**src/rtl/kf_pkg.sv**
```systemverilog
// Shared definitions for the Kalman filter blocks: estimator state encoding and
// the fixed-point truncation used to bring wide accumulators back to word width.
package kf_pkg;

  localparam int KF_MAXW = 64;

  typedef enum logic [2:0] {
    IDLE,
    PRED,
    PRED_DONE,
    INNOV,
    INNOV_SUB,
    CORR,
    UPD_DONE
  } kf_state_e;

  // Drops fb fractional bits; callers cast the result down to their word width.
  function automatic logic signed [KF_MAXW-1:0] fx_trunc(input logic signed [KF_MAXW-1:0] acc,
                                                          input int fb);
    return acc >>> fb;
  endfunction

endpackage

```
**src/rtl/fx_mac.sv**
```systemverilog
// Single signed multiplier feeding an accumulator; clr_i loads the product instead
// of adding it, so a new dot product starts without a dead cycle.
module fx_mac #(
  parameter int WIDTH = 16,
  parameter int ACC_W = 34
) (
  input  logic                    clk_i,
  input  logic                    rst_i,
  input  logic                    ce_i,
  input  logic                    en_i,
  input  logic                    clr_i,
  input  logic signed [WIDTH-1:0] a_i,
  input  logic signed [WIDTH-1:0] b_i,
  output logic signed [ACC_W-1:0] acc_o,
  output logic signed [ACC_W-1:0] acc_next_o
);

  logic signed [2*WIDTH-1:0] prod;
  logic signed [ACC_W-1:0]   acc_q;

  assign prod       = a_i * b_i;
  assign acc_next_o = clr_i ? ACC_W'(prod) : acc_q + ACC_W'(prod);
  assign acc_o      = acc_q;

  always_ff @(posedge clk_i) begin
    if (ce_i) begin
      if (rst_i)     acc_q <= '0;
      else if (en_i) acc_q <= acc_next_o;
    end
  end

endmodule

```
**src/rtl/state_estimator.sv**
```systemverilog
// Kalman state estimator: time update x_pred = A*x_hat and measurement update
// x_hat += K*(y - C*x_hat), all dot products sequenced through one shared MAC.
module state_estimator
  import kf_pkg::*;
#(
  parameter int WIDTH     = 16,
  parameter int nos       = 4,
  parameter int noo       = 1,
  parameter int intDigits = 8
) (
  input  logic                                clk,
  input  logic                                reset,
  input  logic                                clk_en,
  input  logic                                Start_Prediction,
  input  logic                                Start_Update,
  input  logic [nos-1:0][nos-1:0][WIDTH-1:0]  A,
  input  logic [noo-1:0][nos-1:0][WIDTH-1:0]  C,
  input  logic [nos-1:0][noo-1:0][WIDTH-1:0]  K,
  input  logic [noo-1:0][WIDTH-1:0]           y,
  input  logic [nos-1:0][WIDTH-1:0]           x0,
  output logic [nos-1:0][WIDTH-1:0]           x_hat,
  output logic [noo-1:0][WIDTH-1:0]           y_hat,
  output logic                                end_Prediction,
  output logic                                end_Update
);

  localparam int FB    = WIDTH - intDigits;
  localparam int ACC_W = 2*WIDTH + $clog2(nos);
  localparam int MAXD  = (nos > noo) ? nos : noo;
  localparam int CW    = $clog2(MAXD + 3);
  localparam logic [CW-1:0] NOS_C = CW'(nos);
  localparam logic [CW-1:0] NOO_C = CW'(noo);

  kf_state_e               state_q;
  logic [CW-1:0]           row_q, col_q;
  logic signed [WIDTH-1:0] x_hat_q  [nos];
  logic signed [WIDTH-1:0] x_pred_q [nos];
  logic signed [WIDTH-1:0] y_hat_q  [noo];
  logic signed [WIDTH-1:0] e_q      [noo];
  logic signed [WIDTH-1:0] add_q;

  logic                    mac_en, mac_clr;
  logic signed [WIDTH-1:0] mac_a, mac_b;
  logic signed [ACC_W-1:0] mac_acc_q, mac_acc_d;

  function automatic logic signed [WIDTH-1:0] fx_res(input logic signed [ACC_W-1:0] acc);
    return WIDTH'(fx_trunc(KF_MAXW'(acc), FB));
  endfunction

  fx_mac #(.WIDTH(WIDTH), .ACC_W(ACC_W)) u_mac (
    .clk_i      (clk),
    .rst_i      (reset),
    .ce_i       (clk_en),
    .en_i       (mac_en),
    .clr_i      (mac_clr),
    .a_i        (mac_a),
    .b_i        (mac_b),
    .acc_o      (mac_acc_q),
    .acc_next_o (mac_acc_d)
  );

  // Operand routing: row_q selects the output element, col_q the term.
  always_comb begin
    mac_en  = 1'b0;
    mac_clr = (col_q == '0);
    mac_a   = '0;
    mac_b   = '0;
    case (state_q)
      PRED: begin
        mac_en = (row_q != NOS_C);
        for (int i = 0; i < nos; i++)
          for (int j = 0; j < nos; j++)
            if (row_q == CW'(i) && col_q == CW'(j)) begin
              mac_a = A[i][j];
              mac_b = x_hat_q[j];
            end
      end
      INNOV: begin
        mac_en = (row_q != NOO_C);
        for (int i = 0; i < noo; i++)
          for (int j = 0; j < nos; j++)
            if (row_q == CW'(i) && col_q == CW'(j)) begin
              mac_a = C[i][j];
              mac_b = x_hat_q[j];
            end
      end
      CORR: begin
        mac_en = (col_q < NOO_C);
        for (int i = 0; i < nos; i++)
          for (int k = 0; k < noo; k++)
            if (row_q == CW'(i) && col_q == CW'(k)) begin
              mac_a = K[i][k];
              mac_b = e_q[k];
            end
      end
      default: ;
    endcase
  end

  always_ff @(posedge clk) begin
    if (clk_en) begin
      if (reset) begin
        state_q <= IDLE;
        row_q   <= '0;
        col_q   <= '0;
        add_q   <= '0;
        for (int i = 0; i < nos; i++) begin
          x_hat_q[i]  <= x0[i];
          x_pred_q[i] <= x0[i];
        end
        for (int k = 0; k < noo; k++) begin
          y_hat_q[k] <= '0;
          e_q[k]     <= '0;
        end
      end else begin
        case (state_q)
          IDLE, UPD_DONE, PRED_DONE: begin
            row_q <= '0;
            col_q <= '0;
            if (Start_Prediction && state_q != PRED_DONE) state_q <= PRED;
            else if (Start_Update && state_q != UPD_DONE) state_q <= INNOV;
          end
          PRED: begin
            if (row_q == NOS_C) begin
              state_q <= PRED_DONE;
              x_hat_q <= x_pred_q;
            end else if (col_q == NOS_C - CW'(1)) begin
              for (int i = 0; i < nos; i++)
                if (row_q == CW'(i)) x_pred_q[i] <= fx_res(mac_acc_d);
              row_q <= row_q + CW'(1);
              col_q <= '0;
            end else begin
              col_q <= col_q + CW'(1);
            end
          end
          INNOV: begin
            if (row_q == NOO_C) begin
              state_q <= INNOV_SUB;
            end else if (col_q == NOS_C - CW'(1)) begin
              for (int k = 0; k < noo; k++)
                if (row_q == CW'(k)) y_hat_q[k] <= fx_res(mac_acc_d);
              row_q <= row_q + CW'(1);
              col_q <= '0;
            end else begin
              col_q <= col_q + CW'(1);
            end
          end
          INNOV_SUB: begin
            for (int k = 0; k < noo; k++) e_q[k] <= $signed(y[k]) - y_hat_q[k];
            state_q <= CORR;
            row_q   <= '0;
            col_q   <= '0;
          end
          // Per row: noo MAC terms, one cycle to register the addend, one to apply it.
          CORR: begin
            if (col_q < NOO_C) begin
              col_q <= col_q + CW'(1);
            end else if (col_q == NOO_C) begin
              add_q <= fx_res(mac_acc_q);
              col_q <= col_q + CW'(1);
            end else begin
              for (int i = 0; i < nos; i++)
                if (row_q == CW'(i)) x_hat_q[i] <= x_hat_q[i] + add_q;
              col_q <= '0;
              if (row_q == NOS_C - CW'(1)) state_q <= UPD_DONE;
              else                         row_q   <= row_q + CW'(1);
            end
          end
          default: state_q <= IDLE;
        endcase
      end
    end
  end

  always_comb begin
    for (int i = 0; i < nos; i++) x_hat[i] = x_hat_q[i];
    for (int k = 0; k < noo; k++) y_hat[k] = y_hat_q[k];
  end

  assign end_Prediction = (state_q == PRED_DONE);
  assign end_Update     = (state_q == UPD_DONE);

endmodule

```
**config.mk**
```make
export PLATFORM = sky130hd
export DESIGN_NAME = state_estimator
export DESIGN_NICKNAME = d
export VERILOG_FILES = /design/src/rtl/kf_pkg.sv /design/src/rtl/fx_mac.sv /design/src/rtl/state_estimator.sv
export SDC_FILE = /design/constraint.sdc
export NUM_CORES = 2
export LEC_CHECK = 0
export ABC_AREA = 1
export BUFFER_PORTS_ARGS = -buffer_cell sky130_fd_sc_hd__buf_4
export CAP_MARGIN = 15
export CORE_MARGIN = 2
export CORE_UTILIZATION = 50
export CTS_CLUSTER_DIAMETER = 200
export DETAILED_ROUTE_END_ITERATION = 8
export PLACE_DENSITY = 0.73
export SYNTH_ARGS = -nofsm -noshare
export SYNTH_HDL_FRONTEND = slang
export SYNTH_SLANG_ARGS = --single-unit
```
**constraint.sdc**
```tcl
create_clock -name clk -period 11.8 [get_ports clk]
set_input_delay 0.59 -clock clk [delete_from_list [all_inputs] [get_ports clk]]
set_output_delay 0.59 -clock clk [all_outputs]
set_load 0.02 [all_outputs]
```
; Yosys cells after proc, flatten, opt, wreduce, memory -nomap -nowiden
; Memories as Yosys holds them, arrays and structs flattened.
; Index checks and enable logic that the tools add are counted.
[totals]
register_bits = 187
mem_bits_rw = 32
input_bits = 469
wordCells = 213
memories = 2
[classes]
addsub = 8
n_mul = 1
order_cmp = 1
eq_ne = 31
mux = 108
reduce_logical = 49
[memory_table]
columns = memory, depth, width, read_ports, rd_ports_with_merged_regs, write_ports, line_no
row1 = e_q, 1, 16, 1, 0, 1, state_estimator.sv:39  ; logic signed [WIDTH-1:0] e_q [noo];
row2 = y_hat_q, 1, 16, 1, 0, 1, state_estimator.sv:38  ; logic signed [WIDTH-1:0] y_hat_q [noo];
[ops]
columns = op, count
row1 = 16-bit 2-to-1 mux, 57
row2 = 64-bit 2-to-1 mux, 8
row3 = 64-bit case mux with 2 select lines, 1
row4 = 16-bit case mux with 3 select lines, 2
row5 = 34-bit 2-to-1 mux, 2
row6 = 16-bit adder, 4
row7 = 3-bit 2-to-1 mux, 18
row8 = "3-bit inequality test, second input constant", 13
row9 = 34-bit by 32-bit adder with 34-bit output, 1
row10 = 16-bit by 16-bit multiplier with 32-bit output, 1
row11 = 16-bit OR reduction, 2
row12 = 3-bit case mux with 4 select lines, 2
row13 = 6-bit AND reduction, 4
row14 = 5-bit AND reduction, 4
row15 = "3-bit by 2-bit == test with 1-bit output, second input constant", 6
row16 = 1-bit logical AND, 18
row17 = 2-bit nonzero test, 9
row18 = 1-bit 2-to-1 mux, 16
row19 = 16-bit subtractor, 1
row20 = 3-bit case mux with 5 select lines, 1
row21 = 7-bit AND reduction, 2
row22 = "3-bit == test, second input constant", 4
row23 = "3-bit by 1-bit == test with 1-bit output, second input constant", 3
row24 = 3-bit logical NOT, 3
row25 = other kinds (13), 16

; Depth between registers and ports, before layout
[logic_depth]
depth_word = 27
ltp_mapped = 69

; Cells and area by module
; A second synthesis with hierarchy kept.
[hier_totals]
cells_unflattened = 5198
area_unflattened_um2 = 33866.2
[by_module_without_submodules]
columns = module, instances, cells_each, area_each_um2
row1 = state_estimator, 1, 3140, 19232.2
row2 = fx_mac, 1, 2058, 14634.0

; Worst setup path before layout
; Ideal clock, no wire load.
[synth_path]
path_type = flip-flop to flip-flop
start = reg row_q[0]
end = reg x_pred_q[15] in the netlist's numbering (data pin)
arrival_time_ns = 9.475
required_time_ns = 11.545
setup_slack_ns = 2.070
path_stages_with_launch = 67
path_buffers = 4
path_cell_list = edfxtp_1 inv_1 ha_1 inv_1 nor2_2 buf_6 nand2_4 buf_4 buf_2 o21ai_1 o22ai_1 nand2_1 o211ai_1 a31oi_1 a21oi_1 a21oi_1 o221ai_1 o211ai_1 [... 31 more ...] nand2_1 inv_1 o21ai_1 nand2_1 xor2_1 ha_1 inv_1 nor3_1 nor3_1 o211ai_1 or2_2 nand2_1 xor2_1 inv_1 nand2_1 nand2_1 nand2_2 nand2_1
[synth_between]
elab_chain_cells = 27
elab_cells_between_ends = 74
classes_between = 1 x add/sub / 1 x mul / 3 x eq/ne / 52 x mux / 17 x reduce/logical
[synth_lines]
columns = item, line_no
row1 = from (decl), state_estimator.sv:35  ; logic [CW-1:0] row_q, col_q;
row2 = from (signal assigned), state_estimator.sv:130  ; row_q <= row_q + CW'(1);
row3 = from (signal assigned), state_estimator.sv:142  ; row_q <= row_q + CW'(1);
row4 = from (signal assigned), state_estimator.sv:166  ; else row_q <= row_q + CW'(1);
row5 = 3-bit logical NOT, "state_estimator.sv:73, state_estimator.sv:82, state_estimator.sv:91"
row6 = 1-bit logical AND, "state_estimator.sv:73, state_estimator.sv:82, state_estimator.sv:91"
row7 = 16-bit 2-to-1 mux (on tied branches), "state_estimator.sv:73, state_estimator.sv:82"
row8 = 16-bit 2-to-1 mux (15 in series), state_estimator.sv:73  ; if (row_q == CW'(i) && col_q == CW'(j)) begin
row9 = 16-bit case mux with 3 select lines, state_estimator.sv:68  ; case (state_q)
row10 = 16-bit by 16-bit multiplier with 32-bit output *, fx_mac.sv:21  ; assign prod = a_i * b_i;
row11 = 34-bit by 32-bit adder with 34-bit output, fx_mac.sv:22  ; assign acc_next_o = clr_i ? ACC_W'(prod) : acc_q + ACC_W'(prod);
row12 = 34-bit 2-to-1 mux *, fx_mac.sv:22
row13 = 16-bit 2-to-1 mux *, state_estimator.sv:129  ; if (row_q == CW'(i)) x_pred_q[i] <= fx_res(mac_acc_d);
row14 = 64-bit 2-to-1 mux *, state_estimator.sv:127  ; end else if (col_q == NOS_C - CW'(1)) begin
row15 = 64-bit 2-to-1 mux *, state_estimator.sv:124  ; if (row_q == NOS_C) begin
row16 = 64-bit 2-to-1 mux *, state_estimator.sv:116  ; case (state_q)
row17 = 64-bit 2-to-1 mux *, state_estimator.sv:102  ; if (reset) begin
row18 = "to (signal, indexed assignment)", state_estimator.sv:109  ; x_pred_q[i] <= x0[i];
row19 = "to (signal, indexed assignment)", state_estimator.sv:129
row20 = to (decl), state_estimator.sv:37  ; logic signed [WIDTH-1:0] x_pred_q [nos];
; Every way passes the cells marked *; elsewhere a longest branch is shown, timed or not. The select of a mux whose other input is x is not followed.
; A chain may end at the register's enable or synchronous reset.

; Worst setup path after layout
[layout_path]
start = reg col_q[2]
end = reg x_pred_q[15] in the netlist's numbering (data pin)
[layout_between]
elab_chain_cells = 27
elab_cells_between_ends = 74
classes_between = 1 x add/sub / 1 x mul / 3 x eq/ne / 52 x mux / 17 x reduce/logical
[layout_lines]
columns = item, line_no
row1 = from (decl), state_estimator.sv:35
row2 = from (signal assigned), state_estimator.sv:133  ; col_q <= col_q + CW'(1);
row3 = from (signal assigned), state_estimator.sv:145  ; col_q <= col_q + CW'(1);
row4 = from (signal assigned), state_estimator.sv:157  ; col_q <= col_q + CW'(1);
row5 = 3-bit logical NOT, -
row6 = 1-bit logical AND, "state_estimator.sv:73, state_estimator.sv:82, state_estimator.sv:91"
row7 = 16-bit 2-to-1 mux (on tied branches), "state_estimator.sv:73, state_estimator.sv:82"
row8 = 16-bit 2-to-1 mux (15 in series), state_estimator.sv:73
row9 = 16-bit case mux with 3 select lines, state_estimator.sv:68
row10 = 16-bit by 16-bit multiplier with 32-bit output, fx_mac.sv:21
row11 = 34-bit by 32-bit adder with 34-bit output, fx_mac.sv:22
row12 = 34-bit 2-to-1 mux *, fx_mac.sv:22
row13 = 16-bit 2-to-1 mux *, state_estimator.sv:129
row14 = 64-bit 2-to-1 mux *, state_estimator.sv:127
row15 = 64-bit 2-to-1 mux *, state_estimator.sv:124
row16 = 64-bit 2-to-1 mux *, state_estimator.sv:116
row17 = 64-bit 2-to-1 mux *, state_estimator.sv:102
; Marks and branches as above.

==> impl_metrics.json <==
{
  "grt_pass1_wl_um": 174000,
  "yosysWarnings": 0,
  "critPathSlowestCell": "nand2_1",
  "max_stage_delay_ns": 0.58,
  "synth_edf_count": 209,
  "cp-start-kind": "register",
  "dp_cells": 5285,
  "yosys_most_used_dff": "edfxtp_1",
  "die_h_um": 241,
  "slew_headroom_pct": 21.8,
  "gp_congestion": 0.988,
  "cp.arrival_ns": 11.50,
  "die_w_um": 241,
  "antenna_found_initial": 11,
  "synthArstFlopShare_pct": 0,
  "path_common_cell": "nand2_1",
  "place_area_um2": 33000,
  "clock_tree.htree_level_count": 1,
  "cts_hold_buf": 0,
  "drt_pass1_iterations": 7,
  "initial_utilization_pct": 50.3,
  "finalWirelength_um": 120000,
  "cts_tree": "done",
  "ir_worst_vdd_mv": 0.139,
  "rows": 87,
  "clk_pin_slew_ns": 0.07,
  "setup_viol": 0,
  "fin_skew_ns": 0.0325,
  "worst-path-max-fanout": 42,
  "post-dp-hpwl_um": 92800,
  "fin_crit_sh_pct": 95.0,
  "yosysUniqueCellTypes": 52,
  "fmax_mhz": 89.2,
  "clockBufferDepth": 3,
  "core_area_um2": 56100,
  "p_leak_nw": 17.4,
  "first_iter_violations": 3766,
  "cap_viol_max_count": 0,
  "portBuffers": 550,
  "period_needed_ns": 11.20,
  "via_count": 30700,
  "outcome": "finished clean",
  "synth-seq-cells": 209,
  "io_pins": 551,
  "hold_viol_final": 0,
  "post_drt_wl_per_cell_um": 22.4,
  "design_area_um2": 33900,
  "grt_max_degree": 90,
  "grt_pass1_vias": 29100,
  "worstMarginPinSlew_ns": 1.17,
  "viasPerCell": 5.76,
  "p_total_mw": 2.78,
  "clock_latency_ns": 0.56,
  "fin_cells": 5335,
  "synthesis.area_um2": 28200,
  "worstPathRequired_ns": 12.09,
  "drc": 0,
  "nets": 5402,
  "place_worst_setup_slack_ns": 0.792,
  "ys_seq_area_share_pct": 22.3,
  "cts_made_buffers": 22,
  "synthCells": 4094,
  "worst-setup-path-type": "reg -> reg",
  "clock_sinks": 209,
  "worst_setup_path_end_kind": "register",
  "hp-class": "in -> reg",
  "area_growth_syn_to_layout_pct": 20.1,
  "layout-drive-gt1-share_pct": 16.3,
  "slew_viol_final": 0,
  "syn_area_per_cell_um2": 6.88,
  "grt_util_all_layers_pct": 40.1,
  "tns_ns": 0,
  "synthesis.nets": 4939,
  "overflow": 0,
  "detail-route-antenna-nets": 0,
  "die_area_um2": 58300,
  "clock-root-buffer": "clkbuf_16",
  "rsz0062_at_grt": "false",
  "powerDensity_nw_per_um2": 82.1,
  "layout_setup_ws_ns": 0.595
}
==> registers in the layout (all words and copies together) (netlist names) <==
name         flops
x_hat           64
x_pred_q        64
u_mac.acc_o     24
add_q           16
e_q             16
y_hat_q         16
col_q            3
row_q            3
state_q          3
==> worst paths after layout <==
| kind | startpoint | endpoint | slack, ns | cells past startpoint |
|---|---|---|---|---|
| max | col_q[2]$_SDFFCE_PP0P_ | x_pred_q[15]$_DFFE_PP_ | 0.60 | 56 |
| min | x0[3] | x_pred_q[51]$_DFFE_PP_ | 0.38 | 3 |
| max reg2reg | col_q[2]$_SDFFCE_PP0P_ | x_pred_q[15]$_DFFE_PP_ | 0.60 | 56 |
| min reg2reg | x_pred_q[33]$_DFFE_PP_ | x_hat[17]$_DFFE_PP_ | 0.53 | 2 |
==> cells in the final DEF, fill, tap and decap left out, types with 28 or more instances in the layout <==
cell and instances:
fa_1 193, o21ai_1 28, o221ai_1 35, nand3_1 146, nor3_1 28, nor2_1 288, buf_4 625, ha_1 183
nand2_1 1059, o21ai_0 319, edfxtp_1 209, inv_1 807, a21oi_1 244, o211ai_1 108, a31oi_1 34, xor2_1 34
==> per-stage QoR <==
step | util, % | hold slack [ns]
2_1_floorplan | - | 0.507
3_3_place_gp | 58.9 | 0.510
3_5_place_dp | 58.9 | 0.515
4_1_cts | 60.3 | 0.366
5_1_grt | 60.4 | 0.396
6_report | 60.4 | 0.377
==> kinds of logic after synthesis <==
logic type	share of synthesized area (%)
compound gates	17.6
buf+inv	14.2
flops	22.3
xor+xnor	1.49
simple gates	22.6
fa+ha+maj	21.8
==> layout make-up <==
class                      count  area, um2
inverter                     829       3120
timing repair buffer         629       4740
fill                        5332      22200
sequential                   209       6280
multi-input combinational   2866      18000
clock buffer                  24        558
clock inverter                16        185
antenna                        6       15.0
tap                          756        946
==> cells in the mapped netlist, drive strengths merged, types with 15 or more instances <==
cell type	instances	area, um2
clkbuf	97	364
edfxtp	209	6280
nand2	1082	4140
ha	183	2290
buf	93	512
o211ai	108	811
o21ai	347	1740
nor2	304	1200
a31oi	35	219
a21oi	255	1300
nand3	146	731
o221ai	35	307
xor2	34	298
inv	824	3100
nor3	29	145
a32oi	15	131
fa	193	3860
==> repair_timing <==
action	4_1_cts	5_1_grt
setup buffers	0	2
endpoints found under the hold margin	0	0
setup endpoints to repair	0	8
gates resized for setup	0	10
==> power breakdown <==
part | leakage (nW) | switching, mW | internal (mW)
Clock | 0.349 | 0.325 | 0.412
Combinational | 15.1 | 0.680 | 0.392
Sequential | 1.99 | 0.0762 | 0.894
==> per-layer routing <==
| metal | wire, um | track usage (%) |
|---|---|---|
| met1 | 43200 | 49.9 |
| met2 | 52200 | 62.7 |
| met3 | 16000 | 10.2 |
| met4 | 8180 | 24.7 |
| met5 | 60 | 0.253 |
==> worst max-delay path, delay by kind of cell (launching register included) <==
kind,cells,cell delay [ns]
adders and majority gates,9,4.09
and+or+nand+nor,28,3.01
AOI/OAI and AO/OA,7,1.46
buffers and inverters,10,1.41
DFF,1,0.55
xor gates and xnor gates,2,0.39
Note: power is estimated with default switching activity, not from simulation.
